==> config.mk <==
export PLATFORM = sky130hd
export DESIGN_NAME = tipi_rpi_shift_master
export DESIGN_NICKNAME = d
export VERILOG_FILES = /design/src/rtl/tipi_rpi_shift_master.sv
export SDC_FILE = /design/constraint.sdc
export NUM_CORES = 1
export LEC_CHECK = 0
export ABC_CLOCK_PERIOD_IN_PS = 2500
export BUFFER_PORTS_ARGS = -buffer_cell sky130_fd_sc_hd__buf_2
export CORE_ASPECT_RATIO = 1.25
export CORE_UTILIZATION = 51
export CTS_CLUSTER_DIAMETER = 120
export CTS_CLUSTER_SIZE = 8
export DETAILED_ROUTE_END_ITERATION = 6
export GPL_TIMING_DRIVEN = 1
export PLACE_DENSITY = 0.77
export SYNTH_ARGS = -nofsm -noshare
export SYNTH_HDL_FRONTEND = slang
export SYNTH_SLANG_ARGS = --single-unit
==> constraint.sdc <==
create_clock -name clk -period 2.5 [get_ports clk]
set_input_delay 0.25 -clock clk [delete_from_list [all_inputs] [get_ports clk]]
set_output_delay 0.25 -clock clk [all_outputs]
set_load 0.02 [all_outputs]
==> src/rtl/tipi_rpi_shift_master.sv <==
// tipi_rpi_shift_master
//   Clocked serial master for the RPi side of the TIPI CPLD shift interface.
//   Each accepted command moves one byte: a read pulls TD/TC out of the CPLD
//   (load pulse, then 8 shift clocks), a write pushes RD/RC into it (8 shift
//   clocks, then a latch pulse). Every phase lasts CLK_DIV system clocks and
//   every r_* line comes straight from a flop.
//
// Ports
//   clk, reset            system clock, asynchronous active-high reset
//   cmd_valid/cmd_ready   command handshake (ready only while idle)
//   cmd_write, cmd_ctrl   direction (1 = write) and register select (1 = ctrl)
//   cmd_data[0:7]         write byte, bit 0 goes out first
//   rsp_valid, rsp_data   one-cycle completion strobe, read byte or write echo
//   busy                  inverse of cmd_ready
//   r_clk, r_dc, r_rt,
//   r_le, r_dout, r_din   CPLD shift interface
module tipi_rpi_shift_master #(
    parameter int CLK_DIV = 4
) (
    input  logic       clk,
    input  logic       reset,
    input  logic       cmd_valid,
    output logic       cmd_ready,
    input  logic       cmd_write,
    input  logic       cmd_ctrl,
    input  logic [0:7] cmd_data,
    output logic       rsp_valid,
    output logic [0:7] rsp_data,
    output logic       busy,
    output logic       r_clk,
    output logic       r_dc,
    output logic       r_rt,
    output logic       r_le,
    output logic       r_dout,
    input  logic       r_din
);

    typedef enum logic [3:0] {
        S_IDLE, S_SETUP, S_LOAD_HI, S_LOAD_LO, S_SHIFT_LO,
        S_SHIFT_HI, S_LATCH, S_HOLD, S_DONE
    } state_t;

    localparam logic [7:0] DIV_LAST = 8'(CLK_DIV - 1);

    state_t     r_state, w_state_nxt;
    logic [7:0] r_cnt, w_cnt_nxt;
    logic [2:0] r_bit, w_bit_nxt;
    logic       r_wr;
    logic [0:7] r_data;
    logic [0:7] r_rx;
    logic       w_phase_end;
    logic       w_accept;
    logic       w_clk_nxt, w_le_nxt, w_dout_nxt;

    assign w_phase_end = (r_cnt == DIV_LAST);
    assign w_accept    = cmd_valid && (r_state == S_IDLE);
    assign busy        = ~cmd_ready;

    always_ff @(posedge clk or posedge reset) begin
        if (reset) r_state <= S_IDLE;
        else       r_state <= w_state_nxt;
    end

    always_comb begin
        w_state_nxt = r_state;
        w_bit_nxt   = r_bit;
        case (r_state)
            S_IDLE: if (w_accept) begin
                w_state_nxt = S_SETUP;
                w_bit_nxt   = 3'd0;
            end
            S_SETUP:    if (w_phase_end) w_state_nxt = r_wr ? S_SHIFT_LO : S_LOAD_HI;
            S_LOAD_HI:  if (w_phase_end) w_state_nxt = S_LOAD_LO;
            S_LOAD_LO:  if (w_phase_end) w_state_nxt = S_SHIFT_LO;
            S_SHIFT_LO: if (w_phase_end) w_state_nxt = S_SHIFT_HI;
            S_SHIFT_HI: if (w_phase_end) begin
                if (r_bit == 3'd7) begin
                    w_state_nxt = r_wr ? S_LATCH : S_DONE;
                end else begin
                    w_state_nxt = S_SHIFT_LO;
                    w_bit_nxt   = r_bit + 3'd1;
                end
            end
            S_LATCH:    if (w_phase_end) w_state_nxt = S_HOLD;
            S_HOLD:     if (w_phase_end) w_state_nxt = S_DONE;
            S_DONE:     w_state_nxt = S_IDLE;
            default:    w_state_nxt = S_IDLE;
        endcase

        // Divider restarts on every phase change and idles at 0.
        if (w_state_nxt != r_state || r_state == S_IDLE) w_cnt_nxt = 8'd0;
        else                                           w_cnt_nxt = r_cnt + 8'd1;

        // Line values are decoded from the next state so the flops below
        // present them for exactly the cycles spent in that state.
        w_clk_nxt  = (w_state_nxt == S_LOAD_HI) || (w_state_nxt == S_SHIFT_HI);
        w_le_nxt   = (w_state_nxt == S_LOAD_HI) || (w_state_nxt == S_LOAD_LO) ||
                     (w_state_nxt == S_LATCH);
        // Bit stays on r_dout through the latch phase; HOLD and idle drive 0.
        w_dout_nxt = 1'b0;
        if (r_wr && ((w_state_nxt == S_SHIFT_LO) || (w_state_nxt == S_SHIFT_HI) ||
                     (w_state_nxt == S_LATCH)))
            w_dout_nxt = r_data[w_bit_nxt];
    end

    always_ff @(posedge clk or posedge reset) begin
        if (reset) begin
            r_cnt     <= 8'd0;
            r_bit     <= 3'd0;
            r_wr      <= 1'b0;
            r_data    <= 8'h00;
            r_rx      <= 8'h00;
            r_clk     <= 1'b0;
            r_le      <= 1'b0;
            r_dout    <= 1'b0;
            r_rt      <= 1'b0;
            r_dc      <= 1'b0;
            rsp_valid <= 1'b0;
            rsp_data  <= 8'h00;
            cmd_ready <= 1'b1;
        end else begin
            r_cnt     <= w_cnt_nxt;
            r_bit     <= w_bit_nxt;
            r_clk     <= w_clk_nxt;
            r_le      <= w_le_nxt;
            r_dout    <= w_dout_nxt;
            cmd_ready <= (w_state_nxt == S_IDLE);
            rsp_valid <= (w_state_nxt == S_DONE);
            if (w_accept) begin
                r_wr   <= cmd_write;
                r_data <= cmd_data;
                r_rt   <= ~cmd_write;
                r_dc   <= cmd_ctrl;
            end
            // CPLD updates r_din on rising r_clk, so take it at the end of
            // the low phase, just before our own rising edge.
            if (r_state == S_SHIFT_LO && w_phase_end && !r_wr)
                r_rx[r_bit] <= r_din;
            if (w_state_nxt == S_DONE)
                rsp_data <= r_wr ? r_data : r_rx;
        end
    end

endmodule
Word-level counts from Yosys, hierarchy flattened
Cells that the tools add are included.

Flip-flop bits (word level): 47. Input bits: 14. Output and inout port bits: 16.

Add/subtract/negate cells: 2. Bitwise operators: 4. Magnitude comparators: 3. Mux-type cells: 25. Reduce and logical (&&, ||, !) cells: 14. Equal/unequal tests: 16.

Operators with widths (number): $mux 4 (10); $pmux 4 s8 (1); $eq 4x3->1 const B (7); $eq 4x2->1 const B (4); $mux 8 (2); $mux 3 (4); $add 8x1->8 const B (1); $bwmux 8 (1); $eq 8x2->1 const B (1); $ge 4x4->1 const B (2); $logic_not 4->1 (2); $not 3->4 (2); $logic_or 1x1->1 (6); $pmux 3 s2 (1); $logic_and 1x1->1 (5); $eq 4x1->1 const B (1); $eq 4x4->1 const B (1); $lt 4x1->1 const B (1); $mux 1 (4); $ne 4x4->1 (1); $add 3x1->3 const B (1); $bmux 1 s3 (1); $demux 1 s3 (1); $eq 3x3->1 const B (1); other kinds (2) (3).

Depth between registers and ports, before layout
Depth after elaboration: 9. Mapped depth: 8. Gate-level depth less buffers: 8.

Least setup slack after synthesis
No wires, ideal clock.

Kind: reg2reg. Start point: register r_cnt[4]. End point: register r_dout. Buffers on the path: 0. Arrival: 2.344 ns. Setup slack: 0.034 ns. Stages on the path, launching flop included: 8. Cell sequence: dfrtp_1 > nor4_4 > nand4_4 > or3_4 > mux2i_4 > nor3b_1 > a211o_1 > a2111oi_1.

Longest elaborated chain between the ends: 8.

RTL lines: from (decl) (RTL line 46) `logic [7:0] r_cnt, w_cnt_nxt;`; from (signal assigned) (RTL line 122) `r_cnt <= w_cnt_nxt;`; $eq 8x2->1 (RTL line 55) `assign w_phase_end = (r_cnt == DIV_LAST);`; $mux 3 (RTL line 76) `S_SHIFT_HI: if (w_phase_end) begin`; $pmux 3 s2 (RTL line 67) `case (r_state)`; via w_bit_nxt[0] (RTL line 47) `logic [2:0] r_bit, w_bit_nxt;`; $not 3->4 (not written as such) (RTL line 103) `w_dout_nxt = r_data[w_bit_nxt];`; $bmux 1 s3 (RTL line 103); $mux 1 (not written as such) (2 in a row) (RTL line 103); $mux 1 (RTL line 101) `if (r_wr && ((w_state_nxt == S_SHIFT_LO) || (w_state_nxt == S_SHIFT_HI) ||`; via w_dout_nxt (RTL line 53) `logic w_clk_nxt, w_le_nxt, w_dout_nxt;`; to (signal assigned) (RTL line 126) `r_dout <= w_dout_nxt;`; to (decl) (RTL line 34) `output logic r_dout,`.

The timed path passes the listed nets, and every way through them passes these cells. The select of a mux whose other input is x is not followed. A chain may end at the register's enable or synchronous reset.

Worst setup path after layout
Start point: register r_cnt[3]. End point: register r_dout.

The elaborated chain is that of the path after synthesis.

==> flow_metrics.env <==
export IMPL_setup_ws_ns=0.08414
export IMPL_met1_length_um=1803
export IMPL_ctsHoldBuffers=0
export IMPL_synth_area_per_cell_um2=11.19
export IMPL_critPathArrivalTime_ns=2.61
export IMPL_cp_num_buf_inv=0
export IMPL_yosysTopAreaCell="dfrtp_1"
export IMPL_drt_initial_drc_count=55
export IMPL_drive_gt1_frac=0.3454
export IMPL_fin_crit_ns=2.416
export IMPL_worst_setup_path_type="flip-flop to flip-flop"
export IMPL_dr_pass1_iters=4
export IMPL_via_count=1657
export IMPL_ys_async_sr_fraction=1.000
export IMPL_worst_pin_slew_ns=0.9620
export IMPL_synth_edf_count=0
export IMPL_fin_nets=264
export IMPL_postRouteAntennaNets=0
export IMPL_p_leak_nw=1.286
export IMPL_place_detailed_hpwl_um=3228
export IMPL_antenna_cells=0
export IMPL_setup_worst_path_start_class="flip-flop"
export IMPL_portBuffers=29
export IMPL_synthTopCellsByCount="dfrtp_1, nor2_1, mux2_2"
export IMPL_routed_top_layer="met4"
export IMPL_io_pins=30
export IMPL_rows=26
export IMPL_synthCells=201
export IMPL_p_per_area_mw_per_mm2=1182
export IMPL_synth_area_top_cells="dfrtp_1, mux2_2, mux2i_1"
export IMPL_dp_cells=291
export IMPL_syn_cell_area_mm2=0.002250
export IMPL_maxCapViolCount=0
export IMPL_track_usage=0.2246
export IMPL_synth_cell_types=41
export IMPL_syn_to_final_growth_pct=19.36
export IMPL_hold_viol=0
export IMPL_grt_pass1_vias=1702
export IMPL_maxSlewHeadroom=0.3578
export IMPL_antenna_found_initial=0
export IMPL_drt_total_wl_um=4557
export IMPL_dp_slack_ns=-0.01350
export IMPL_gp_routability_congestion=0.8704
export IMPL_ir_drop_v=0.0006962
export IMPL_drc=0
export IMPL_cpPeakStageDelay_ns=0.41
export IMPL_root_buffer="clkbuf_8"
export IMPL_crit_slowest_cell="dfrtp_1"
export IMPL_grt_max_degree=48
export IMPL_start_util=0.5403
export IMPL_ys_flop_type="dfrtp_1"
export IMPL_clkTransAtPathRegs_ns=0.09
export IMPL_tns_ns=0
export IMPL_synth_seq_cells=47
export IMPL_wl_met3_um=196
export IMPL_cp_required_ns=2.69
export IMPL_path_cells="nor4_4, nand4_4, or3_4, mux2i_4, mux2i_1, a211o_1, a2111oi_2"
export IMPL_hold_class="primary input to flip-flop"
export IMPL_finalSetupViolations=0
export IMPL_cts_tree="built"
export IMPL_crit_fanout=5
export IMPL_drv_slew=0
export IMPL_worstSetupEndpointType="flip-flop"
export IMPL_wl_met2_um=2469
export IMPL_synth_most_common_cell="dfrtp_1"
export IMPL_grt_ovfl_total=0
export IMPL_cp_top_family="simple AND/OR/NAND/NOR gates"
export IMPL_fmax_mhz=413.9
export IMPL_synth_top_area_frac=0.5117
export IMPL_register_area_mm2=0.001177
export IMPL_core_mm2=0.004164
export IMPL_skew_ns=0.01223
export IMPL_nFillCells=354
export IMPL_die_area_mm2=0.004682
export IMPL_cts_buffers_inserted=5
export IMPL_via_per_inst=5.433
export IMPL_drt_wirelength_per_cell_um=14.94
export IMPL_syn_nets=217
export IMPL_outcome="finished, final reports clean"
export IMPL_htree_levels=2
export IMPL_multiInputGateArea_mm2=0.001036
export IMPL_dieWidth_um=61.41
export IMPL_period_share=0.9663
export IMPL_ys_seq_area_frac=0.5234
export IMPL_fin_cells=305
export IMPL_yosysWarningCount=0
export IMPL_cts_buffer_depth=2
export IMPL_grt_pass1_wl_um=7776
export IMPL_clk_latency_ns=0.30
export IMPL_die_height_um=76.26
export IMPL_clock_sinks=47
-- cell type report --
class | instances | share of cell area
Inverter | 3 | 0.004194
Clock buffer | 7 | 0.03215
Clock inverter | 1 | 0.003262
Tap cell | 56 | 0.02610
Sequential cell | 47 | 0.4385
Multi-Input combinational cell | 142 | 0.3858
Timing Repair Buffer | 49 | 0.1100
-- path summary, 6_finish.rpt --
check                                   start                to  slack [ns]  depth (start not counted)
min                                 cmd_write  r_rt$_DFFE_PP0P_        0.14                          2
min reg2reg                  r_rt$_DFFE_PP0P_  r_rt$_DFFE_PP0P_        0.50                          2
max reg2reg                r_cnt[3]$_DFF_PP0_  r_dout$_DFF_PP0_        0.08                          7
min in group asynchronous               reset  r_wr$_DFFE_PP0P_        0.15                          2
max                        r_cnt[3]$_DFF_PP0_  r_dout$_DFF_PP0_        0.08                          7
max in group asynchronous               reset   r_clk$_DFF_PP0_        1.74                          2
-- kinds of logic after synthesis --
kind of cell | Yosys count | share of synthesized area
AO/OA/AOI/OAI | 23 | 0.06285
XOR/XNOR | 6 | 0.02336
adder cells (fa/ha/maj) | 2 | 0.01112
buffers and inverters | 12 | 0.02169
flip-flops | 47 | 0.5234
multiplexers | 34 | 0.1685
AND/OR/NAND/NOR | 77 | 0.1891
-- state kept, by name (all words and copies together), names as in the netlist --
register   flops
r_data         8
rsp_data       8
r_le           1
r_rt           1
r_clk          1
r_cnt          8
r_bit          3
r_dc           1
rsp_valid      1
r_wr           1
r_rx           8
r_dout         1
cmd_ready      1
r_state        4
-- placed cells by master (no fill, tap or decap), types with 2 or more instances in the layout --
master	count
a21oi_1	10
nand2b_1	2
nand3_1	6
and3_1	3
inv_1	2
dfrtp_1	46
mux2_2	21
nand4b_1	2
ha_1	2
or3_1	2
mux2i_1	12
xor2_1	4
buf_2	29
nand3b_1	3
nor3_1	5
nor3b_1	4
buf_4	20
clkbuf_8	6
o21ai_0	5
nand2_1	12
xnor2_1	2
nor2_1	28
-- report_power, final --
group	internal (W)	switching, W	total (W)	leakage, nW
combinational	0.000677	0.000698	0.00138	0.646
sequential	0.00105	0.000274	0.00133	0.591
clock	0.000226	0.000244	0.000471	0.0484
-- what timing repair did --
action / 4_1_cts / 5_1_grt
gates resized for setup: 0 / 3
pin swaps: 1 / 2
gates cloned: 0 / 0
buffers inserted: 3 / 3
endpoints found under the setup margin: 1 / 2
hold endpoints to repair: 0 / 0
-- stage by stage --
step                cell area (µm²)  utilization  total power [W]  hold WS, ns
global placement               2532       0.6082         0.002543       0.4599
global route                   2685       0.6448         0.003384       0.1703
floorplan                      2250            -         0.002184       0.3617
finish                         2685       0.6448         0.003173       0.1381
detailed placement             2532       0.6082         0.002592       0.4636
CTS                            2650       0.6364         0.003099       0.1386
-- per-layer routing --
| layer | track usage | vias up |
|---|---|---|
| met5 | 0 | - |
| li1 | - | 805 |
| met1 | 0.2710 | 787 |
| met4 | 0.08222 | 0 |
| met2 | 0.3804 | 56 |
| met3 | 0.05093 | 9 |
Note: power is estimated with default switching activity, not from simulation.
